--- config.mk ---
export PLATFORM = sky130hd
export DESIGN_NAME = fila_de_instrucoes_core_flat
export DESIGN_NICKNAME = d
export VERILOG_FILES = /design/src/rtl/fila_de_instrucoes_core_if.sv /design/src/rtl/fila_de_instrucoes_core.sv /design/src/flat_wrapper.sv
export SDC_FILE = /design/constraint.sdc
export NUM_CORES = 1
export LEC_CHECK = 0
export BUFFER_PORTS_ARGS = -buffer_cell sky130_fd_sc_hd__buf_2
export CORE_ASPECT_RATIO = 0.6
export CORE_UTILIZATION = 45
export DETAILED_ROUTE_END_ITERATION = 8
export PLACE_DENSITY_LB_ADDON = 0.12
export REMOVE_ABC_BUFFERS = 1
export SYNTH_ARGS = -nofsm -noshare
export SYNTH_HDL_FRONTEND = slang
export SYNTH_SLANG_ARGS = --single-unit
--- constraint.sdc ---
create_clock -name clk -period 2.6 [get_ports clk]
set_input_delay 0.26 -clock clk [delete_from_list [all_inputs] [get_ports clk]]
set_output_delay 0.26 -clock clk [all_outputs]
set_load 0.02 [all_outputs]
--- src/rtl/fila_de_instrucoes_core_if.sv ---
// fila_de_instrucoes_core_if: dispatch requests in, dispatched instruction and queue flags out
interface fila_de_instrucoes_core_if;
   logic        pop;
   logic        pop_r;
   logic        pop_i;
   logic [15:0] instrucao_despachada;
   logic        full;
   logic        empty;
   modport master (output pop, pop_r, pop_i, input instrucao_despachada, full, empty);
   modport slave (input pop, pop_r, pop_i, output instrucao_despachada, full, empty);
endinterface

--- src/rtl/fila_de_instrucoes_core.sv ---
// fila_de_instrucoes_core: fetches a fixed ROM program into a circular queue and dispatches one entry per pop
module fila_de_instrucoes_core #(
   parameter int DEPTH    = 4,
   parameter int PROG_LEN = 16
) (
   input logic                      clk,
   input logic                      rst,
   fila_de_instrucoes_core_if.slave bus
);
   localparam int AW = $clog2(DEPTH);
   logic [15:0]   mem [DEPTH];
   logic [AW-1:0] rd_ptr, wr_ptr;
   logic [AW:0]   count;
   // pc is one bit wider than the ROM address so it can rest at PROG_LEN = 16
   logic [4:0]    pc;
   logic [15:0]   despachada;
   logic          fetch, pop;
   logic [15:0]   rom_word;
   // fetch/pop qualification from registered state; a full queue blocks fetch even when popping
   always_comb begin
      fetch    = (count < (AW+1)'(DEPTH)) && (pc < 5'(PROG_LEN));
      pop      = (bus.pop | bus.pop_r | bus.pop_i) && (count != '0);
      rom_word = {11'd0, pc} + 16'd1;
   end
   // queue storage is left uncleared by reset; count guards reads of stale entries
   always_ff @(posedge clk) begin
      if (fetch) mem[wr_ptr] <= rom_word;
   end
   // pointers, occupancy, fetch counter and registered dispatch output
   always_ff @(posedge clk) begin
      if (rst) begin
         pc         <= '0;
         rd_ptr     <= '0;
         wr_ptr     <= '0;
         count      <= '0;
         despachada <= '0;
      end else begin
         if (fetch) begin
            wr_ptr <= wr_ptr + 1'b1;
            pc     <= pc + 5'd1;
         end
         if (pop) begin
            rd_ptr     <= rd_ptr + 1'b1;
            despachada <= mem[rd_ptr];
         end
         count <= count + (AW+1)'(fetch) - (AW+1)'(pop);
      end
   end
   assign bus.instrucao_despachada = despachada;
   assign bus.full                 = (count == (AW+1)'(DEPTH));
   assign bus.empty                = (count == '0);
endmodule

--- src/flat_wrapper.sv ---
// flat-port wrapper written by rule: the top's interface ports become plain ports
module fila_de_instrucoes_core_flat 
#(
   parameter int DEPTH    = 4,
   parameter int PROG_LEN = 16
)
  (clk, rst, bus_pop, bus_pop_r, bus_pop_i, bus_instrucao_despachada, bus_full, bus_empty);
  fila_de_instrucoes_core_if bus_i ();
  input logic clk;
  input logic rst;
  input wire logic [$bits(bus_i.pop)-1:0] bus_pop;
  input wire logic [$bits(bus_i.pop_r)-1:0] bus_pop_r;
  input wire logic [$bits(bus_i.pop_i)-1:0] bus_pop_i;
  output wire logic [$bits(bus_i.instrucao_despachada)-1:0] bus_instrucao_despachada;
  output wire logic [$bits(bus_i.full)-1:0] bus_full;
  output wire logic [$bits(bus_i.empty)-1:0] bus_empty;
  assign bus_i.pop = bus_pop;
  assign bus_i.pop_r = bus_pop_r;
  assign bus_i.pop_i = bus_pop_i;
  assign bus_instrucao_despachada = bus_i.instrucao_despachada;
  assign bus_full = bus_i.full;
  assign bus_empty = bus_i.empty;
  fila_de_instrucoes_core #(.DEPTH(DEPTH), .PROG_LEN(PROG_LEN)) u_core (.clk(clk), .rst(rst), .bus(bus_i));
endmodule
==> flow_summary.ini <==
[timing]
final-setup-viol-count = 0
finalHoldViolations = 0
maxSlewViolCount = 0
skew_ns = 0.00330
period_minus_slack_ns = 2.33
max_freq_mhz = 430
rsz0062_at_grt = false
tns_ns = 0
worst_slew_pin_slew_ns = 0.562
relSlewSlack_pct = 62.5
hold_ws_ns = 0.337
post-route-period-util_pct = 89.4

[placed_design]
place.gp.congestion = 0.705
dpl_cell_area_um2 = 1930
dp.cells = 202
dp.final_hpwl_um = 2220
io_buffers = 12

[finish]
fill_cells = 349
drive_above_1_share_pct = 21.5
area_growth_pct = 8.01
design_area_um2 = 2020
nets = 175
finalNonFillerCells = 210
diodes = 0

[synthesis]
post-synth-top-count-cell = edfxtp_1
synth_commonest_cells = edfxtp_1 (24), dfxtp_1 (18), a21oi_1 (10), buf_4 (10)
syn-mean-instance-area_um2 = 12.6
synthArstFlopShare_pct = 0
synth.top_cells.by_area = edfxtp_1 (38%), dfxtp_1 (19%), mux4_2 (7.2%)
synthFlopType = edfxtp_1
synth-seq-cells = 42
yosysSeqAreaShare_pct = 57.7
netlist_instances = 149
synth_area_um2 = 1870
ys_warn_count = 0
synth.distinct_cells = 32
synth_edf_count = 24
synth_top_cell_area_share_pct = 38.5
netlist.top_cell.by_area = edfxtp_1

[cts]
clk_path_buf_depth = 2
cts.sinks = 42
h-tree-depth = 2
cts_buffers = 5
clk_pin_slew_worst_paths_ns = 0.07
worstSkewPairLatency_ns = 0.29
cts-root-buf = clkbuf_8
ctsHoldBuffers = 0
cts_tree = yes

[routing]
route.detailed.drc = 0
wl_met2_um = 1290
firstDrtPassIters = 4
routed_wl_um = 3020
wl_met3_um = 168
drtIter0Drc = 33
vias = 1082
dr.max_layer_used = met4
wl_met1_um = 1530
via_per_inst = 5.15
ant_nets = 0
post_drt_wl_per_cell_um = 14.4

[run_status]
status = finished, final reports clean

[die]
die_h_um = 52.0
fp.dieArea_um2 = 4440
initial_utilization_pct = 49.0
core_um2 = 3830
ios = 23
die_w_um = 85.3
rows = 17

[critical_path]
slowest_stage = or3_4
crit_chain = or3_4, inv_6, nor2_2, ha_1, inv_1, ha_1, inv_1, fa_1, xor2_1, and2_1, nor3_1
crit_required_ns = 2.81
path_class = flop to flop
critPathLaunchType = flop
crit_path_max_fanout = 10
cp_slowest_stage_delay_ns = 0.43
critPathArrivalTime_ns = 2.54
cp-end-kind = flop

[grt]
grt_antenna_before_repair = 0
grt_first_pass_wirelength_um = 5030
grt_max_degree = 20
grt_pass1_vias = 1019
grtUsageTotal_pct = 16.1
grt.overflow.total = 0

[job]
maxCapViolCount = 0

[hold_path]
min_path_type = primary input to flop

[pwr]
powerDensity_nw_per_um2 = 1200
peakVddDrop_uv = 537
p_leak_nw = 0.765
through the flow:
stage	power (W)	utilization, %	setup slack [ns]
detailed placement	0.00204	50.4	0.208
finish	0.00244	52.9	0.274
global placement	0.00201	50.4	0.280
floorplan	0.00175	-	0.199
CTS	0.00247	52.7	0.188
global route	0.00263	52.9	0.0641
state kept, by name, indices dropped and copies added (netlist names):
| name | flops |
|---|---|
| u_core.pc | 5 |
| u_core.mem | 24 |
| u_core.bus.instrucao_despachada | 6 |
| u_core.wr_ptr | 2 |
| u_core.rd_ptr | 2 |
| u_core.count | 3 |
worst max-delay path: cells and delay by family (launching register included):
family,cells,cell delay (ns)
XOR/XNOR,1,0.16
adder cells (fa/ha/maj),3,0.78
buffers and inverters,3,0.21
flip-flops,1,0.36
AND/OR/NAND/NOR,4,0.74
report_power, final:
| part | switching [W] | internal [W] |
|---|---|---|
| registers | 0.000143 | 0.000983 |
| logic | 0.000500 | 0.000390 |
| clock network | 0.000209 | 0.000214 |
kinds of logic (layout without fill, tap and decap cells):
logic type / count (synthesis) / count (layout) / synth area share [%]
flip-flops: 42 / 42 / 57.7
other: 1 / 10 / 0.200
AO/OA/AOI/OAI: 23 / 23 / 7.28
adder cells (fa/ha/maj): 8 / 8 / 5.74
buffers and inverters: 26 / 31 / 8.34
multiplexers: 6 / 6 / 7.21
AND/OR/NAND/NOR: 36 / 36 / 10.3
XOR/XNOR: 7 / 7 / 3.27
final cells by class:
| type | count | area, um^2 | area share [%] |
|---|---|---|---|
| sequential | 42 | 1080 | 53.4 |
| multi-input combinational | 90 | 676 | 33.4 |
| clock buffer | 7 | 86.3 | 4.26 |
| timing repair buffer | 15 | 82.6 | 4.08 |
| tap | 47 | 58.8 | 2.90 |
| inverter | 8 | 35.0 | 1.73 |
| clock inverter | 1 | 5.00 | 0.247 |
repair_timing:
| item | CTS | global route |
|---|---|---|
| endpoints found under the setup margin | 0 | 1 |
| resized for setup | 0 | 1 |
| buffers inserted | 0 | 0 |
layout by cell type (no fill, tap or decap), drive strengths merged, types with 3 or more instances in the layout:
cell type,netlist,routed
clkbuf,3,7
nor2,10,10
o21ai,9,9
inv,8,8
or3,3,3
conb,1,10
nand2,3,3
nand3,9,9
edfxtp,24,24
xnor2,5,5
mux4,6,6
dfxtp,18,18
buf,15,15
and2,5,5
a21oi,10,10
ha,7,7
final timing paths:
check | cells past startpoint | slack (ns) | end | from
max | 11 | 0.27 | u_core.count[2]$_SDFF_PP0_ | u_core.count[1]$_SDFF_PP0_
min | 2 | 0.34 | u_core.count[1]$_SDFF_PP0_ | rst
max reg2reg | 11 | 0.27 | u_core.count[2]$_SDFF_PP0_ | u_core.count[1]$_SDFF_PP0_
min reg2reg | 2 | 0.48 | u_core.bus.instrucao_despachada[5]$_SDFFE_PP0P_ | u_core.bus.instrucao_despachada[5]$_SDFFE_PP0P_
layer usage:
metal | vias up | track usage, %
li1 | 531 | -
met1 | 512 | 21.4
met2 | 35 | 24.5
met3 | 4 | 4.76
met4 | 0 | 7.50
met5 | - | 0
(Power assumes the default switching activity.)
